File: config.mk
export PLATFORM = sky130hd
export DESIGN_NAME = muldiv_unit
export DESIGN_NICKNAME = d
export VERILOG_FILES = /design/src/rtl/muldiv_unit.sv
export SDC_FILE = /design/constraint.sdc
export NUM_CORES = 2
export LEC_CHECK = 0
export BUFFER_PORTS_ARGS = -buffer_cell sky130_fd_sc_hd__buf_2
export CAP_MARGIN = 20
export CORE_UTILIZATION = 50
export DETAILED_ROUTE_END_ITERATION = 7
export GPL_TIMING_DRIVEN = 0
export PLACE_DENSITY = 0.63
export SLEW_MARGIN = 15
export SYNTH_ARGS = -nofsm -noshare
export SYNTH_HDL_FRONTEND = slang
export SYNTH_SLANG_ARGS = --single-unit
File: constraint.sdc
create_clock -name clk -period 21 [get_ports clk]
set_input_delay 1.05 -clock clk [delete_from_list [all_inputs] [get_ports clk]]
set_output_delay 1.05 -clock clk [all_outputs]
set_load 0.02 [all_outputs]
File: src/rtl/muldiv_unit.sv
// Multi-cycle multiply/divide engine for the EX stage: MULT/MULTU/DIV/DIVU with fixed
// latency, a registered HI/LO result pair, divide-by-zero short-circuit and pipeline flush.
module muldiv_unit #(
  parameter int WIDTH   = 32,
  parameter int MUL_LAT = 5,
  parameter int DIV_LAT = WIDTH
) (
  input  logic             clk,
  input  logic             rst,
  input  logic             start,
  input  logic [1:0]       op,
  input  logic [WIDTH-1:0] a,
  input  logic [WIDTH-1:0] b,
  input  logic             flush,
  output logic             busy,
  output logic             done,
  output logic [WIDTH-1:0] hi,
  output logic [WIDTH-1:0] lo,
  output logic             div_zero
);

  localparam int MAX_LAT = (MUL_LAT > DIV_LAT) ? MUL_LAT : DIV_LAT;
  localparam int CW      = $clog2(MAX_LAT + 1);

  typedef enum logic [1:0] {S_IDLE, S_MUL, S_DIV} state_e;

  state_e           state_q, state_d;
  logic [CW-1:0]    cnt_q;
  logic [WIDTH-1:0] a_mag_q, b_mag_q, rem_q;
  logic             neg_q, rem_neg_q;
  logic             done_q, div_zero_q;
  logic [WIDTH-1:0] hi_q, lo_q;

  // Operand preparation: signed ops are reduced to magnitudes at acceptance.
  logic             idle, accept, is_signed, a_neg, b_neg, dz_in;
  logic [WIDTH-1:0] a_mag_in, b_mag_in;

  assign idle      = (state_q == S_IDLE);
  assign accept    = start && !flush && idle;
  assign is_signed = ~op[0];
  assign a_neg     = is_signed & a[WIDTH-1];
  assign b_neg     = is_signed & b[WIDTH-1];
  assign a_mag_in  = a_neg ? -a : a;
  assign b_mag_in  = b_neg ? -b : b;
  assign dz_in     = op[1] && (b == '0);

  // In IDLE the core works on the incoming operands so the accept edge already does
  // one divide step (and a whole multiply when MUL_LAT is 1).
  logic [WIDTH-1:0] op_a, op_b, op_rem;
  logic             op_neg, op_rem_neg, cur_is_div;

  assign op_a       = idle ? a_mag_in : a_mag_q;
  assign op_b       = idle ? b_mag_in : b_mag_q;
  assign op_rem     = idle ? '0 : rem_q;
  assign op_neg     = idle ? (a_neg ^ b_neg) : neg_q;
  assign op_rem_neg = idle ? a_neg : rem_neg_q;
  assign cur_is_div = idle ? op[1] : (state_q == S_DIV);

  logic [2*WIDTH-1:0] product, prod_fix;
  logic [WIDTH:0]     shifted;
  logic               ge;
  logic [WIDTH-1:0]   rem_step, quo_step, rem_fix, quo_fix;

  assign product  = {{WIDTH{1'b0}}, op_a} * {{WIDTH{1'b0}}, op_b};
  assign prod_fix = op_neg ? -product : product;

  // One restoring-division step: the dividend magnitude shifts out of op_a while
  // quotient bits shift in at the bottom.
  assign shifted  = {op_rem, op_a[WIDTH-1]};
  assign ge       = shifted >= {1'b0, op_b};
  assign rem_step = ge ? WIDTH'(shifted - {1'b0, op_b}) : shifted[WIDTH-1:0];
  assign quo_step = {op_a[WIDTH-2:0], ge};
  assign quo_fix  = op_neg ? -quo_step : quo_step;
  assign rem_fix  = op_rem_neg ? -rem_step : rem_step;

  logic [CW-1:0] last_cnt;
  logic          commit_now, finish, commit;

  assign last_cnt   = cur_is_div ? CW'(DIV_LAT - 1) : CW'(MUL_LAT - 1);
  assign commit_now = accept && (dz_in || (last_cnt == '0));
  assign finish     = !idle && !flush && (cnt_q == last_cnt);
  assign commit     = commit_now || finish;

  always_ff @(posedge clk or negedge rst) begin
    if (!rst) state_q <= S_IDLE;
    else      state_q <= state_d;
  end

  // NOTE: every combinational process assigns its outputs a default first so no latch is inferred.
  always_comb begin
    state_d = state_q;
    unique case (state_q)
      S_IDLE:       if (accept && !commit_now) state_d = op[1] ? S_DIV : S_MUL;
      S_MUL, S_DIV: if (flush || finish) state_d = S_IDLE;
      default:      state_d = S_IDLE;
    endcase
  end

  always_comb begin
    busy = (state_q != S_IDLE);
  end

  // NOTE: sequential state uses non-blocking assignments so all registers update together at the edge.
  always_ff @(posedge clk or negedge rst) begin
    if (!rst) begin
      cnt_q      <= '0;
      a_mag_q    <= '0;
      b_mag_q    <= '0;
      rem_q      <= '0;
      neg_q      <= 1'b0;
      rem_neg_q  <= 1'b0;
      done_q     <= 1'b0;
      div_zero_q <= 1'b0;
      hi_q       <= '0;
      lo_q       <= '0;
    end else begin
      done_q <= commit;
      if (accept) begin
        a_mag_q    <= op[1] ? quo_step : a_mag_in;
        b_mag_q    <= b_mag_in;
        rem_q      <= op[1] ? rem_step : '0;
        neg_q      <= a_neg ^ b_neg;
        rem_neg_q  <= a_neg;
        cnt_q      <= CW'(1);
        div_zero_q <= 1'b0;
      end else if (state_q == S_DIV) begin
        a_mag_q <= quo_step;
        rem_q   <= rem_step;
        cnt_q   <= cnt_q + CW'(1);
      end else if (state_q == S_MUL) begin
        cnt_q <= cnt_q + CW'(1);
      end
      // Later assignment wins, so a divide-by-zero accept sets the flag it just cleared.
      if (commit) begin
        if (idle && dz_in) begin
          hi_q       <= a;
          lo_q       <= '1;
          div_zero_q <= 1'b1;
        end else if (cur_is_div) begin
          hi_q <= rem_fix;
          lo_q <= quo_fix;
        end else begin
          {hi_q, lo_q} <= prod_fix;
        end
      end
    end
  end

  assign done     = done_q;
  assign hi       = hi_q;
  assign lo       = lo_q;
  assign div_zero = div_zero_q;

endmodule
==> results.sh <==
export IMPL_status="finished clean"
export IMPL_fin_ws_ns=4.10
export IMPL_topRoutingLayerUsed="met5"
export IMPL_clock_tree_root_cell="clkbuf_16"
export IMPL_synth_largest_area_cell="fa_1"
export IMPL_postRouteAntennaNets=0
export IMPL_synth_most_common_cell="inv_1"
export IMPL_drv_cap=0
export IMPL_start_util_pct=50.8
export IMPL_synth_commonest_cells="inv_1 (941), fa_1 (897), nor2_1 (825)"
export IMPL_multi_input_area_um2=39500
export IMPL_r2r_start="state_q[0]$_DFFE_PN0P_"
export IMPL_grt_use_total_pct=44.1
export IMPL_synth_top_area_share_pct=37.1
export IMPL_firstDrtPassIters=6
export IMPL_ff2ff_setup_slack_ns=4.10
export IMPL_synth_edff_count=0
export IMPL_route_detailed_drc=0
export IMPL_die_h_um=313
export IMPL_grt_pass1_vias=45582
export IMPL_cts_resized=0
export IMPL_critPathCaptureType="register"
export IMPL_numPortBuffers=134
export IMPL_hp_class="reg2reg"
export IMPL_cts_max_level=4
export IMPL_die_w_um=313
export IMPL_pre_cts_slack_ns=4.90
export IMPL_slowest_delay_ns=0.86
export IMPL_clkSinkCount=172
export IMPL_ys_ff_latch=172
export IMPL_dr_wl_met3_um=24500
export IMPL_slew_headroom_pct=14.1
export IMPL_reg2reg_to="hi[8]$_DFFE_PN0N_"
export IMPL_finalSetupTns_ns=0
export IMPL_dpl_cell_area_um2=51500
export IMPL_ys_flop_type="dfrtp_1"
export IMPL_tightest_slew_ns=1.28
export IMPL_hold_buffers=0
export IMPL_ys_async_sr_fraction_pct=100
export IMPL_fin_crit_ns=16.90
export IMPL_drive_gt1_share_pct=5.56
export IMPL_cpMostUsedCell="fa_1"
export IMPL_grt_ovfl_total=0
export IMPL_worst_hold_path_endpoint="b_mag_q[31]$_DFFE_PN0P_"
export IMPL_post_route_cell_area_um2=52100
export IMPL_maxSlewViolCount=0
export IMPL_grt_max_degree=94
export IMPL_wl_per_cell_um=28.9
export IMPL_cts_made_buffers=17
export IMPL_hold_viol=0
export IMPL_yosys_warnings=0
export IMPL_routed_wl_um=216000
export IMPL_cts_setup_buffers=0
export IMPL_finalNetCount=7430
export IMPL_finalCritPeriodShare_pct=80.5
export IMPL_ff_latch_area_um2=4300
export IMPL_ioPinCount=137
export IMPL_die_area_um2=98100
export IMPL_antenna_found_initial=14
export IMPL_cts_tree="done"
export IMPL_yosys_top_cells_area="fa_1 (37%), dfrtp_1 (8.9%), ha_1 (7.9%), inv_1 (7.3%), nor2_1 (6.4%)"
export IMPL_via_count=46542
export IMPL_cp_required_ns=21.32
export IMPL_area_growth_pct=7.59
export IMPL_ff2ff_path_depth=40
export IMPL_cp_start_kind="register"
export IMPL_clk_latency_ns=0.48
export IMPL_hold_path_startpoint="b_mag_q[31]$_DFFE_PN0P_"
export IMPL_syn_area_per_cell_um2=8.13
export IMPL_yosysUniqueCellTypes=100
export IMPL_viasPerCell=6.25
export IMPL_drtIter0Drc=5633
export IMPL_wl_met1_um=82000
export IMPL_dp_hpwl_um=183000
export IMPL_critical_path_class="reg2reg"
export IMPL_core_region_area_um2=95400
export IMPL_syn_instance_count=5958
export IMPL_netlist_area_um2=48400
export IMPL_rsz0062_at_grt="no"
export IMPL_setup_violations=0
export IMPL_met2WireLength_um=92300
export IMPL_worstHoldPathCells=2
export IMPL_clk_pin_slew_ns=0.08
export IMPL_gp_congestion=1.07
export IMPL_clockBufferDepth=2
export IMPL_rows=113
export IMPL_cp_slowest_cell="buf_1"
export IMPL_grt_pass1_wl_um=311000
export IMPL_crit_fanout=10
export IMPL_fin_skew_ns=0.0209
export IMPL_arrival_ns=17.22
export IMPL_syn_nets=7230
export IMPL_clock_fmax_mhz=59.2
export IMPL_fillers=9396
export IMPL_final_util_pct=54.6
export IMPL_yosysSeqAreaShare_pct=8.88
-- worst max-delay path: cells and delay by family (launching register included) --
family,cells,cell delay [ns]
AOI/OAI and AO/OA,5,2.09
adders and majority gates,10,4.79
buffers and inverters,16,6.71
DFF,1,0.39
and+or+nand+nor,9,2.64
-- sequential cells by signal (all words and copies together) (netlist names) --
signal	flops
done	1
cnt_q	6
hi	32
div_zero	1
lo	32
state_q	2
a_mag_q	32
rem_neg_q	1
b_mag_q	32
neg_q	1
rem_q	32
-- area by class of cell --
type	instances	share of cell area, %
well taps	1265	3.04
plain buffers	328	2.47
inverters	950	6.84
clock buffers	17	0.816
repair buffers	181	2.49
diodes	13	0.0624
clock inverters	15	0.283
multi-input cells	4508	75.7
flip-flops and latches	172	8.26
-- worst max path at each step --
stage                     slack, ns  cells past startpoint            endpoint                    from
after detailed placement       4.90                     40  hi[31]$_DFFE_PN0N_  state_q[1]$_DFFE_PN0P_
after global routing           4.15                     40  hi[31]$_DFFE_PN0N_  state_q[1]$_DFFE_PN0P_
after global placement         4.08                     40  hi[31]$_DFFE_PN0N_  state_q[0]$_DFFE_PN0P_
after CTS                      4.85                     40  hi[31]$_DFFE_PN0N_  state_q[1]$_DFFE_PN0P_
final                          4.10                     40   hi[8]$_DFFE_PN0N_  state_q[0]$_DFFE_PN0P_
after floorplan                9.56                     35  hi[31]$_DFFE_PN0N_                   a[10]
-- cells in the final DEF, fill, tap and decap left out, types with 34 or more instances in the layout --
master      n
a21o_1     61
a21oi_1   257
a31oi_1    51
and3_1     35
buf_2     161
clkbuf_1  266
dfrtp_1   172
fa_1      897
ha_1      305
inv_1     941
nand2_1   774
nand3_1    53
nand4_1    53
nor2_1    825
nor2b_1    47
nor3_1     86
o21ai_0   248
o21ai_1    34
or3_1      43
xnor2_1   140
xor2_1     78
-- metrics by stage --
stage | hold slack, ns | cells
final | 0.480 | 7449
after global routing | 0.497 | 7437
after CTS | 0.480 | 7431
after detailed placement | 0.462 | 7399
after global placement | 0.452 | 7357
after floorplan | 0.442 | 5958
-- routing by layer --
metal	up-vias	track usage, %
li1	19437	-
met1	23626	57.4
met2	2847	65.5
met3	618	11.1
met4	14	28.2
met5	-	0
-- cell families (layout without fill, tap and decap cells) --
group | Yosys count | in the layout | synth area share (%)
buffers and inverters | 1278 | 1491 | 9.98
other | 0 | 13 | 0
AO/OA/AOI/OAI | 986 | 986 | 12.9
AND/OR/NAND/NOR | 2065 | 2065 | 18.5
XOR/XNOR | 218 | 218 | 3.94
flip-flops | 172 | 172 | 8.88
multiplexers | 37 | 37 | 0.816
adder cells (fa/ha/maj) | 1202 | 1202 | 44.9
Power is not shown: default switching activity piles up to over one toggle a cycle in this logic, so the estimate is an artifact.
